<file path="src/rtl/ora_seq_check.sv">
// ora_seq_check: buffered sink at a NoC ejection port that checks each packet's
// header fields and a running data counter, with optional LFSR-gated drain stalls.
module ora_seq_check #(
    parameter int i0_WIDTH     = 32,
    parameter int N            = 16,
    parameter int N_ADDR_WIDTH = $clog2(N),
    parameter int NODE         = 15,
    parameter int EXP_SRC      = 0,
    parameter int EXP_ID       = 0,
    parameter int i0_ID        = 0,
    parameter int DEPTH        = 4,
    parameter int STALL_EN     = 0,
    parameter int DONE_COUNT   = 100
) (
    input  logic                clk,
    input  logic                rst,
    output logic                done,
    input  logic [i0_WIDTH-1:0] i0_data_in,
    input  logic                i0_valid_in,
    output logic                i0_ready_out,
    output logic [15:0]         rx_count,
    output logic [15:0]         err_count,
    output logic [15:0]         drop_count,
    output logic                err_flag,
    output logic [i0_WIDTH-1:0] first_err_data
);
    localparam int AW    = N_ADDR_WIDTH;
    localparam int DW    = i0_WIDTH - 2*AW - 8;
    localparam int PTR_W = (DEPTH > 1) ? $clog2(DEPTH) : 1;
    localparam int CNT_W = $clog2(DEPTH + 1);

    localparam logic [CNT_W-1:0] CNT_FULL  = CNT_W'(DEPTH);
    localparam logic [CNT_W-1:0] CNT_SKID  = CNT_W'(DEPTH - 1);
    localparam logic [PTR_W-1:0] PTR_LAST  = PTR_W'(DEPTH - 1);
    localparam logic [AW-1:0]    SRC_C     = AW'(EXP_SRC);
    localparam logic [AW-1:0]    DST_C     = AW'(NODE);
    localparam logic [7:0]       ID_C      = 8'(EXP_ID);
    localparam logic [15:0]      LFSR_SEED = 16'hACE1;
    localparam logic [15:0]      CNT_MAX   = 16'hFFFF;

    // The sink id only labels trace output; an out-of-range id or too-shallow FIFO is unsupported.
    if (DEPTH < 2 || DW < 1 || i0_ID < 0 || i0_ID > 255) begin : g_unsupported_params
    end

    logic [i0_WIDTH-1:0] mem_q [DEPTH];
    logic [PTR_W-1:0]    wr_ptr_q, wr_ptr_d;
    logic [PTR_W-1:0]    rd_ptr_q, rd_ptr_d;
    logic [CNT_W-1:0]    count_q, count_d;
    logic [15:0]         lfsr_q, lfsr_d;
    logic [DW-1:0]       exp_data_q, exp_data_d;
    logic [15:0]         rx_count_q, rx_count_d;
    logic [15:0]         err_count_q, err_count_d;
    logic [15:0]         drop_count_q, drop_count_d;
    logic                err_flag_q, err_flag_d;
    logic                done_q, done_d;
    logic [i0_WIDTH-1:0] first_err_q, first_err_d;

    logic                drain_en;
    logic                do_push;
    logic                do_pop;
    logic                do_drop;
    logic                pkt_ok;
    logic [i0_WIDTH-1:0] pop_pkt;
    logic [AW-1:0]       pkt_src;
    logic [AW-1:0]       pkt_dst;
    logic [7:0]          pkt_id;
    logic [DW-1:0]       pkt_data;

    assign pop_pkt  = mem_q[rd_ptr_q];
    assign pkt_src  = pop_pkt[i0_WIDTH-1 -: AW];
    assign pkt_dst  = pop_pkt[i0_WIDTH-AW-1 -: AW];
    assign pkt_id   = pop_pkt[DW+7:DW];
    assign pkt_data = pop_pkt[DW-1:0];

    // Drops are judged on the pre-pop occupancy, so a push can never overrun the buffer.
    always_comb begin
        drain_en = (STALL_EN != 0) ? lfsr_q[0] : 1'b1;
        do_pop   = (count_q != '0) && drain_en;
        do_push  = i0_valid_in && (count_q < CNT_FULL);
        do_drop  = i0_valid_in && (count_q == CNT_FULL);
        pkt_ok   = (pkt_src == SRC_C) && (pkt_dst == DST_C) &&
                   (pkt_id == ID_C) && (pkt_data == exp_data_q);
    end

    always_comb begin
        wr_ptr_d = wr_ptr_q;
        rd_ptr_d = rd_ptr_q;
        count_d  = count_q;
        lfsr_d   = {lfsr_q[0] ^ lfsr_q[2] ^ lfsr_q[3] ^ lfsr_q[5], lfsr_q[15:1]};
        if (do_push) begin
            wr_ptr_d = (wr_ptr_q == PTR_LAST) ? '0 : wr_ptr_q + PTR_W'(1);
        end
        if (do_pop) begin
            rd_ptr_d = (rd_ptr_q == PTR_LAST) ? '0 : rd_ptr_q + PTR_W'(1);
        end
        if (do_push && !do_pop) begin
            count_d = count_q + CNT_W'(1);
        end else if (!do_push && do_pop) begin
            count_d = count_q - CNT_W'(1);
        end
    end

    // A failing packet resyncs the expected counter so a single gap costs one error.
    always_comb begin
        rx_count_d   = rx_count_q;
        err_count_d  = err_count_q;
        drop_count_d = drop_count_q;
        exp_data_d   = exp_data_q;
        err_flag_d   = err_flag_q;
        first_err_d  = first_err_q;
        if (do_pop) begin
            if (rx_count_q != CNT_MAX) begin
                rx_count_d = rx_count_q + 16'd1;
            end
            if (pkt_ok) begin
                exp_data_d = exp_data_q + DW'(1);
            end else begin
                exp_data_d = pkt_data + DW'(1);
                if (err_count_q != CNT_MAX) begin
                    err_count_d = err_count_q + 16'd1;
                end
                if (!err_flag_q) begin
                    err_flag_d  = 1'b1;
                    first_err_d = pop_pkt;
                end
            end
        end
        if (do_drop && (drop_count_q != CNT_MAX)) begin
            drop_count_d = drop_count_q + 16'd1;
        end
        done_d = done_q || (32'(rx_count_q) >= DONE_COUNT);
    end

    always_ff @(posedge clk) begin
        if (rst) begin
            wr_ptr_q     <= '0;
            rd_ptr_q     <= '0;
            count_q      <= '0;
            lfsr_q       <= LFSR_SEED;
            exp_data_q   <= DW'(1);
            rx_count_q   <= '0;
            err_count_q  <= '0;
            drop_count_q <= '0;
            err_flag_q   <= 1'b0;
            done_q       <= 1'b0;
            first_err_q  <= '0;
        end else begin
            wr_ptr_q     <= wr_ptr_d;
            rd_ptr_q     <= rd_ptr_d;
            count_q      <= count_d;
            lfsr_q       <= lfsr_d;
            exp_data_q   <= exp_data_d;
            rx_count_q   <= rx_count_d;
            err_count_q  <= err_count_d;
            drop_count_q <= drop_count_d;
            err_flag_q   <= err_flag_d;
            done_q       <= done_d;
            first_err_q  <= first_err_d;
        end
    end

    always_ff @(posedge clk) begin
        if (!rst && do_push) begin
            mem_q[wr_ptr_q] <= i0_data_in;
        end
    end

    // Ready keeps one skid slot free because upstream samples it a cycle late.
    assign i0_ready_out   = (count_q < CNT_SKID);
    assign done           = done_q;
    assign rx_count       = rx_count_q;
    assign err_count      = err_count_q;
    assign drop_count     = drop_count_q;
    assign err_flag       = err_flag_q;
    assign first_err_data = first_err_q;

endmodule
</file>
<file path="config.mk">
export PLATFORM = sky130hd
export DESIGN_NAME = ora_seq_check
export DESIGN_NICKNAME = d
export VERILOG_FILES = /design/src/rtl/ora_seq_check.sv
export SDC_FILE = /design/constraint.sdc
export NUM_CORES = 1
export LEC_CHECK = 0
export ABC_AREA = 1
export CAP_MARGIN = 10
export CORE_ASPECT_RATIO = 1.75
export CORE_UTILIZATION = 48
export CTS_BUF_LIST = sky130_fd_sc_hd__clkbuf_16
export DETAILED_ROUTE_END_ITERATION = 16
export GPL_TIMING_DRIVEN = 0
export PLACE_DENSITY = 0.7
export SKIP_LAST_GASP = 1
export SLEW_MARGIN = 20
export SYNTH_ARGS = -nofsm -noshare
export SYNTH_HDL_FRONTEND = slang
export SYNTH_SLANG_ARGS = --single-unit
</file>
<file path="constraint.sdc">
create_clock -name clk -period 5 [get_ports clk]
set_input_delay 1 -clock clk [delete_from_list [all_inputs] [get_ports clk]]
set_output_delay 1 -clock clk [all_outputs]
set_load 0.05 [all_outputs]
</file>
### Word level (Yosys, flattened, before mapping)

Memory sizes are Yosys's and may differ from the RTL's. A register that Yosys moved wholly into a read port is not among the register bits.
Index checks and enable logic that the tools add are counted.

* add/sub/neg operators: 9
* magnitude comparators: 3
* equal/unequal tests: 8
* multiplexer cells: 9
* bitwise operators: 2
* reductions and logical operators: 21

Operator list (number)
* $add 16x1->16 const B: 5
* $ne 16x16->1 const B: 3
* $eq 16x16->1: 1
* $ge 16x7->1 const B: 1
* $mux 16: 1
* $logic_and 1x1->1: 9
* $logic_not 8->1: 1
* $mux 2: 4
* $mux 3: 2
* $reduce_and 3->1: 2
* $add 2x1->2 const B: 2
* $eq 2x2->1 const B: 2
* $eq 4x4->1 const B: 1
* $logic_not 4->1: 1
* $reduce_and 2->1: 2
* $add 3x1->3 const B: 1
* $eq 3x3->1 const B: 1
* $logic_not 1->1: 3
* $lt 3x2->1 const B: 1
* $lt 3x3->1 const B: 1
* $reduce_bool 3->1: 1
* $sub 3x1->3 const B: 1
* $mux 1: 2
* $not 1->1: 2
* 2 further kinds: 2

* register bits: 105
* bits in writable memories: 128
* input bits: 35
* output and inout bits: 83
* logic and storage cells: 63
* memories kept: 1

Memories
* mem_q: depth 4, width 32, read ports 1, clocked after Yosys merged registers in 1, write ports 1, line 45 `logic [i0_WIDTH-1:0] mem_q [DEPTH];`

### Longest topological paths before layout

Gate-level depths: netlist (run 1).

* depth in word-level cells: 6
* mapped depth: 16
* depth with buffers taken out: 15

### Worst setup path after synthesis (run 1)

No wires, ideal clock.

* kind: input port to flip-flop
* start: input port rst
* end: memory mem_q[0][0] (enable)
* setup time: 421 ps
* arrival: 2908 ps
* data required time: 4579 ps
* setup slack: 1671 ps
* cell stages on the path: 5
* cells stage by stage: clkbuf_1 > inv_1 > clkbuf_1 > nand2_1 > nor2_1

* cells in the longest elaborated chain, start to end: 4

Ends and longest elaborated chain
* start: declaration: line 16 `input logic rst,`
* $logic_not 1->1: line 163 `if (!rst && do_push) begin`
* $logic_and 1x1->1: line 163
* $mux 1: line 163
* $mux 1 (implied by the code): line 164 `mem_q[wr_ptr_q] <= i0_data_in;`
* end: declaration: line 45

Every way passes these cells.

### Worst setup path after layout (run 1)

* start: register count_q[1]
* end: output port i0_ready_out

* cells in the longest elaborated chain, start to end: 1

Ends and longest elaborated chain
* start: declaration: line 48 `logic [CNT_W-1:0] count_q, count_d;`
* start signal: assignment: line 150 `count_q <= count_d;`
* $lt 3x2->1: line 169 `assign i0_ready_out = (count_q < CNT_SKID);`
* end: declaration: line 20 `output logic i0_ready_out,`

Every way passes these cells.

==> key figures, run 1 <==
Outcome
  • Status: finished clean

Logic synthesis
  • Yosys reg bits: 235
  • Post-Synth Simple-Gate Area: 25.7%
  • Async set-or-reset flop fraction in the synthesized netlist: 0%
  • Post-Syn Area: 10500 µm²
  • Syn_area_per_cell: 8.98 µm²
  • Cell count after synthesis: approximately 1200
  • Post-synthesis cell type count: 37
  • XOR/XNOR Fraction of Synth Area: slightly below 2%
  • Most frequent cells after synthesis: 318 x nand2_1, 128 x edfxtp_1, 108 x inv_1
  • Yosys top cell area share: between 30% and 40%
  • Largest family of logic cells by synthesized area: simple AND/OR/NAND/NOR gates
  • Mux contribution to synthesized area: 0%
  • Post-synthesis adder-cell area fraction: 1.50%
  • Sequential area share after synthesis: between 50% and 60%
  • Ranking of synthesized cells by area: edfxtp_1 37%, dfxtp_1 20%, nand2_1 11%
  • Synth warnings: 0
  • Syn nets: 1214
  • Post-synth EDFFs: 128
  • Area leader, netlist: edfxtp_1
  • Most used DFF post-synth: edfxtp_1
  • Synth Area in Compound Gates: between 6 and 7%
  • Most common cell in the netlist: nand2_1

STA
  • Fmax: about 340 MHz
  • Final Max Tran Viols: 0
  • Setup TNS: 0 ps
  • Slew Limit Headroom: around 56%
  • Post-layout minimum cycle time: slightly below 3000 ps
  • Skew final: 23.8 ps
  • Slew @ Worst Pin: 656 ps
  • RSZ-0062 raised after global routing: no
  • # setup viols final: 0
  • Final hold violations: 0
  • Setup WS post-layout: ~2100 ps
  • Fin crit share: 58.7%

Placement
  • DP Wirelength: approximately 19000 µm
  • Place WS: roughly 1800 ps
  • Placed insts: ~1600
  • Routability congestion estimate: ~0.96
  • IO Port Bufs: 116

Pwr
  • Comb pwr share: roughly 41%
  • Design internal power: 0.00409 W
  • Leakage: 4.84 nW
  • PD cells: approximately 540 nW/µm²
  • Sw frac: around 41%
  • Psw: around 0.0028 W
  • Worst ir drop on vdd: 0.000420 V
  • Reg power frac: 36.0%
  • Clk pwr share: between 20% and 30%

Global route
  • Met1 GRT Util: around 26%
  • Met3 Track Usage GR: 2.55%
  • Busiest metal layer after global routing: met2
  • GR met2 Demand/Resource: 44.4%
  • Vias in the first global route: between 8000 and 9000
  • Grt ovf: 0
  • Largest net degree at the start of global routing: 24
  • Tot GR Track Use: 23.3%
  • Initial antenna violation count: 0
  • First-pass GRT wire length: around 41000 µm

Final layout
  • Area grow syn2layout: 22.0%
  • Ant diodes: 0
  • Final net count: 1357
  • Share of layout cells above drive strength 1: 6.11%
  • # fillers: ~1900
  • FF/Latch Area: between 5000 and 6000 µm²
  • Multi-input gate area: 3810 µm²
  • Cell Count, Final, Fillers Out: ~1600

CTS
  • CTS Buffer Depth: 3
  • Total CTS buffers: 21
  • Clk slew on worst S/H paths: ~70 ps
  • Number of H-tree levels: 1
  • Clock tree sinks: ~240
  • CTS resizes: 0
  • # hold bufs at CTS: 0
  • Root Driver: clkbuf_16
  • Clk_lat worst skew: around 510 ps
  • CTS tree: built
  • Postcts setup bufs: 0

Detailed routing
  • Drt pass-1 iters: 5
  • Residual DRC: 0
  • DR vias: around 8500
  • Drt via density: ~5.3
  • DR WL/cell: 16.0 µm
  • DRT iter0 DRCs: approximately 490
  • Post-route ant nets: 0
  • Total routed wirelength: 25900 µm

Critical path
  • CP Buf/Inv Count: 1
  • Crit path launch type: flop
  • Critical path class: flop to output port
  • Crit-path cells: a21oi_1 -> clkdlybuf4s50_1
  • CP Capture Type: output port
  • Crit path from: count_q[1]$_SDFFE_PP0P_
  • Worst-path fanout max: 4
  • Slowest stage cell, crit path: clkdlybuf4s50_1
  • Crit-path max cell delay: 840 ps
  • Crit path DAT: between 1500 and 2000 ps
  • Worst R2R Start: count_q[0]$_SDFFE_PP0P_
  • Worst EP required: roughly 4000 ps
  • Delay-heaviest family, CP: buffers and inverters

Floorplanning
  • Die area: between 20000 and 25000 µm²
  • Initial Util: 48.8%
  • Die Span X: between 100 and 150 µm
  • Die Y: a little under 200 µm
  • Core ar.: between 20000 and 25000 µm²
  • Placement row count: 71
  • I/O pin count: ~120

Run
  • Max Cap Viol: 0

Hold path
  • Worst min path class: flop to flop
  • Worst Hold Launch: first_err_data[30]$_SDFFE_PP0P_
## power by group through the flow
stage	registers (W)	logic (W)	clock network, W
floorplan	0.00290	0.00158	0
global placement	0.00253	0.00279	0
detailed placement	0.00253	0.00285	0
CTS	0.00249	0.00286	0.00159
global route	0.00252	0.00314	0.00166
finish	0.00249	0.00286	0.00157
## stage by stage
stage / power (W) / instance area, µm² / util [%] / hold slack [ps]
after floorplan: 0.00449 / 10500 / - / 459
after global placement: 0.00532 / 12000 / 55.9 / 447
after detailed placement: 0.00538 / 12100 / 56.4 / 452
after CTS: 0.00694 / 12800 / 59.5 / 464
after global routing: 0.00732 / 12800 / 59.5 / 481
final: 0.00692 / 12800 / 59.5 / 462
## final timing paths
check / to / slack (ps) / cells after the start
setup reg to reg: count_q[2]$_SDFFE_PP0P_ / 2330 / 11
hold reg to reg: first_err_data[30]$_SDFFE_PP0P_ / 460 / 2
setup / recovery: i0_ready_out / 2070 / 2
hold / removal: first_err_data[30]$_SDFFE_PP0P_ / 460 / 2
## per-layer routing
metal	vias up	routed length [µm]
met5	-	0
met4	0	940
met3	56	971
met2	215	13800
met1	4037	10200
li1	4236	-
## logic make-up (layout without fill, tap and decap cells)
family,after synthesis,count (layout)
flip-flops,235,235
XOR/XNOR,23,23
AND/OR/NAND/NOR,600,600
AO/OA/AOI/OAI,131,131
buffers and inverters,166,324
adder cells (fa/ha/maj),12,12
## state kept, by name (all words and copies together), names as in the netlist, named ones only
| register | flops |
|---|---|
| err_count | 16 |
| count_q | 3 |
| rx_count | 16 |
| rd_ptr_q | 2 |
| done | 1 |
| first_err_data | 32 |
| wr_ptr_q | 2 |
| mem_q | 128 |
| drop_count | 16 |
| err_flag | 1 |
| exp_data_q | 16 |
## layout make-up
| cell class | count | area share (%) |
|---|---|---|
| Clock inverter | 17 | 1.02 |
| Inverter | 112 | 3.29 |
| Tap cell | 292 | 2.86 |
| Timing Repair Buffer | 120 | 9.82 |
| Buffer | 54 | 2.31 |
| Multi-Input combinational cell | 766 | 29.8 |
| Sequential cell | 235 | 46.8 |
| Clock buffer | 21 | 4.11 |
## worst reg2reg max path, cell delays in order, from the launching register on
cell and delay [ps]:
dfxtp_1 350, nor2_1 150, nand2_1 350, clkbuf_1 340
inv_2 270, ha_1 200, inv_1 70, fa_1 370
a21oi_1 140, o21ai_0 110, o21ai_0 150, a21oi_1 50
## cell usage in the layout (no fill, tap or decap), types with 14 or more instances in the layout
cell / netlist / final
clkdlybuf4s50_1: 0 / 116
clkbuf_1: 25 / 25
dfxtp_1: 107 / 107
inv_1: 108 / 113
nand2_1: 318 / 318
nand4_1: 57 / 57
nor3_1: 31 / 31
o21ai_0: 32 / 32
clkbuf_16: 0 / 21
nand3b_1: 14 / 14
nand3_1: 87 / 87
xor2_1: 20 / 20
nor2_1: 71 / 67
a21oi_1: 74 / 74
buf_2: 17 / 17
edfxtp_1: 128 / 128
Power figures use the tool's default switching activity.
==> inputs of run 2 (changes only) <==
Clock period 5 ns to 2.9 ns, I/O delays scaled along.
==> key figures, run 2 (synthesis gave the netlist of run 1 again) <==
Critical path
  • Crit path DAT: 3060 ps (+1130 ps)
  • CP Capture Type: flop
  • Worst EP required: 3300 ps (-700 ps)
  • Critical path class: flop to flop
  • Worst R2R Start: count_q[0]$_SDFFE_PP0P_
  • Worst-path fanout max: 10 (+6)
  • Crit path launch type: flop
  • FF-to-FF path depth: 11 (unchanged)
  • Reg2reg setup slack: 240 ps (-2090 ps)
  • Reg2Reg Capture Point: count_q[2]$_SDFFE_PP0P_

Final layout
  • FF/Latch Area: 5990 µm² (unchanged)
  • Largest register FFs: 128 (unchanged)
  • Commonest non-fill, non-tap cell in the layout: nand2_1
  • Most frequent cells in the layout: 318 x nand2_1, 128 x edfxtp_1, 116 x clkdlybuf4s50_1
  • Ant diodes: 0 (unchanged)
  • Largest reg by FF count: mem_q
  • Area grow syn2layout: 22.1% (about the same)
  • Share of layout cells above drive strength 1: 6.19% (+0.075 points)
  • Design area: 12800 µm² (about the same)
  • # fillers: 1910 (-0.16%)
  • Fin util: 59.5% (about the same)
  • Multi-input gate area: 3810 µm² (+0.13%)
  • Final net count: 1357 (unchanged)

Floorplanning
  • Die Y: 197 µm (unchanged)
  • Die Span X: 114 µm (unchanged)
  • Placement row count: 71 (unchanged)
  • Die area: 22500 µm² (unchanged)
  • Initial Util: 48.8% (unchanged)
  • I/O pin count: 118 (unchanged)
  • Core ar.: 21500 µm² (unchanged)

Global route
  • Busiest metal layer after global routing: met2
  • Initial antenna violation count: 0 (unchanged)
  • Largest net degree at the start of global routing: 24 (unchanged)
  • GR met2 Demand/Resource: 44.4% (unchanged)
  • Vias in the first global route: 8119 (unchanged)
  • Tot GR Track Use: 23.3% (unchanged)
  • Met1 GRT Util: 25.6% (unchanged)
  • Grt ovf: 0 (unchanged)
  • Met3 Track Usage GR: 2.55% (unchanged)
  • First-pass GRT wire length: 40800 µm (unchanged)

STA
  • Slew @ Worst Pin: 656 ps (+0.574 ps)
  • Setup TNS: 0 ps (unchanged)
  • Final Max Tran Viols: 0 (unchanged)
  • WHS: 462 ps (+0.424 ps)
  • RSZ-0062 raised after global routing: no
  • Post-layout minimum cycle time: between 2000 and 3000 ps
  • Final hold violations: 0 (unchanged)
  • Slew Limit Headroom: 56.3% (about the same)
  • Fin crit share: about 90%
  • Skew final: 24.4 ps (+0.594 ps)
  • Fmax: 375 MHz
  • # setup viols final: 0 (unchanged)

Detailed routing
  • Post-route ant nets: 0 (unchanged)
  • DR vias: 8587 (+0.50%)
  • Drt via density: 5.31 (+0.50%)
  • Drt pass-1 iters: 5 (unchanged)
  • DR WL/cell: 16.0 µm (-0.21%)
  • Residual DRC: 0 (unchanged)
  • Total routed wirelength: 25800 µm (-0.21%)
  • DRT iter0 DRCs: 480 (-1.4%)

Placement
  • Routability congestion estimate: 0.961 (unchanged)
  • Post-DP Area: 12100 µm² (unchanged)
  • DP Wirelength: 19000 µm (unchanged)
  • IO Port Bufs: 116 (unchanged)

CTS
  • Clk_lat worst skew: 510 ps (about the same)
  • Clock tree sinks: 235 (unchanged)
  • Number of H-tree levels: 1 (unchanged)
  • Postcts setup bufs: 0 (unchanged)
  • Root Driver: clkbuf_16
  • CTS Buffer Depth: 3 (unchanged)
  • Total CTS buffers: 21 (unchanged)
  • # hold bufs at CTS: 0 (unchanged)
  • Clk slew on worst S/H paths: 70 ps (about the same)
  • CTS tree: built

Pwr
  • PD cells: 932 nW/µm² (+72%)
  • Worst ir drop on vdd: 0.000724 V (+72%)
  • Leakage: 4.84 nW (about the same)
  • Tot Pwr: 0.0119 W (+72%)

Hold path
  • Worst Hold Launch: first_err_data[30]$_SDFFE_PP0P_
  • Hold Path End: first_err_data[30]$_SDFFE_PP0P_
  • Hold path cells: 2 (unchanged)
  • Worst min path class: flop to flop

Outcome
  • Status: finished clean

Run
  • Max Cap Viol: 0 (unchanged)
==> run 2: cell counts in the layout (fill, tap and decap cells not counted) <==
Identical to the previous run, type by type.
==> run 2: stage by stage <==
stage,cells,setup slack (ps)
2_1_floorplan,1167,-8.70
3_3_place_gp,1575,-1550
3_5_place_dp,1579,100
4_1_cts,1617,206
5_1_grt,1617,53.8
6_report,1617,237
==> run 2: critical path: stages, from the launching register on <==
cell,delay (ps)
dfxtp_1,350
nor2_1,150
nand2_1,350
clkbuf_1,340
inv_2,260
ha_1,200
inv_1,70
fa_1,370
a21oi_1,140
o21ai_0,110
o21ai_0,150
a21oi_1,50
==> run 2: metal layers <==
| metal | vias to the layer above | share of wire (%) |
|---|---|---|
| met4 | 0 | 3.7 |
| met1 | 4054 | 39 |
| met2 | 239 | 53 |
| met3 | 60 | 3.9 |
| met5 | - | 0 |
| li1 | 4234 | - |
==> run 2: cell type report <==
cell class | instances | share of cell area, %
clock buffers | 21 | 4.11
plain buffers | 54 | 2.31
repair buffers | 120 | 9.82
clock inverters | 17 | 1.02
multi-input cells | 766 | 29.8
flip-flops and latches | 235 | 46.8
well taps | 292 | 2.86
inverters | 112 | 3.29
==> run 2: timing repair <==
item / in CTS / in global routing
endpoints found under the setup margin: 0 / 2
resized for setup: 0 / 1
hold endpoints to repair: 0 / 0
==> run 2: how the worst max path moves through the flow <==
stage	start	slack, ps	cells past startpoint	end
after global placement	i0_valid_in	-1550	5	mem_q[0][5]$_DFFE_PP_
final	count_q[0]$_SDFFE_PP0P_	240	11	count_q[2]$_SDFFE_PP0P_
after CTS	count_q[0]$_SDFFE_PP0P_	210	11	count_q[2]$_SDFFE_PP0P_
after global routing	flop	50	15	exp_data_q[12]$_SDFFE_PP0N_
after floorplan	rst	-9	5	mem_q[0][0]$_DFFE_PP_
after detailed placement	rst	100	6	mem_q[2][5]$_DFFE_PP_
==> run 2: power breakdown <==
group / leakage, nW / switching [W] / internal, W
clock network: 0.349 / 0.00120 / 0.00150
registers: 2.03 / 0.000312 / 0.00398
logic: 2.45 / 0.00336 / 0.00157
==> inputs of run 3 (changes only) <==
Settings changed: CAP_MARGIN 10 to 20.
==> results of run 3 <==
Final layout, timing and power as in run 2 (identical DEF).
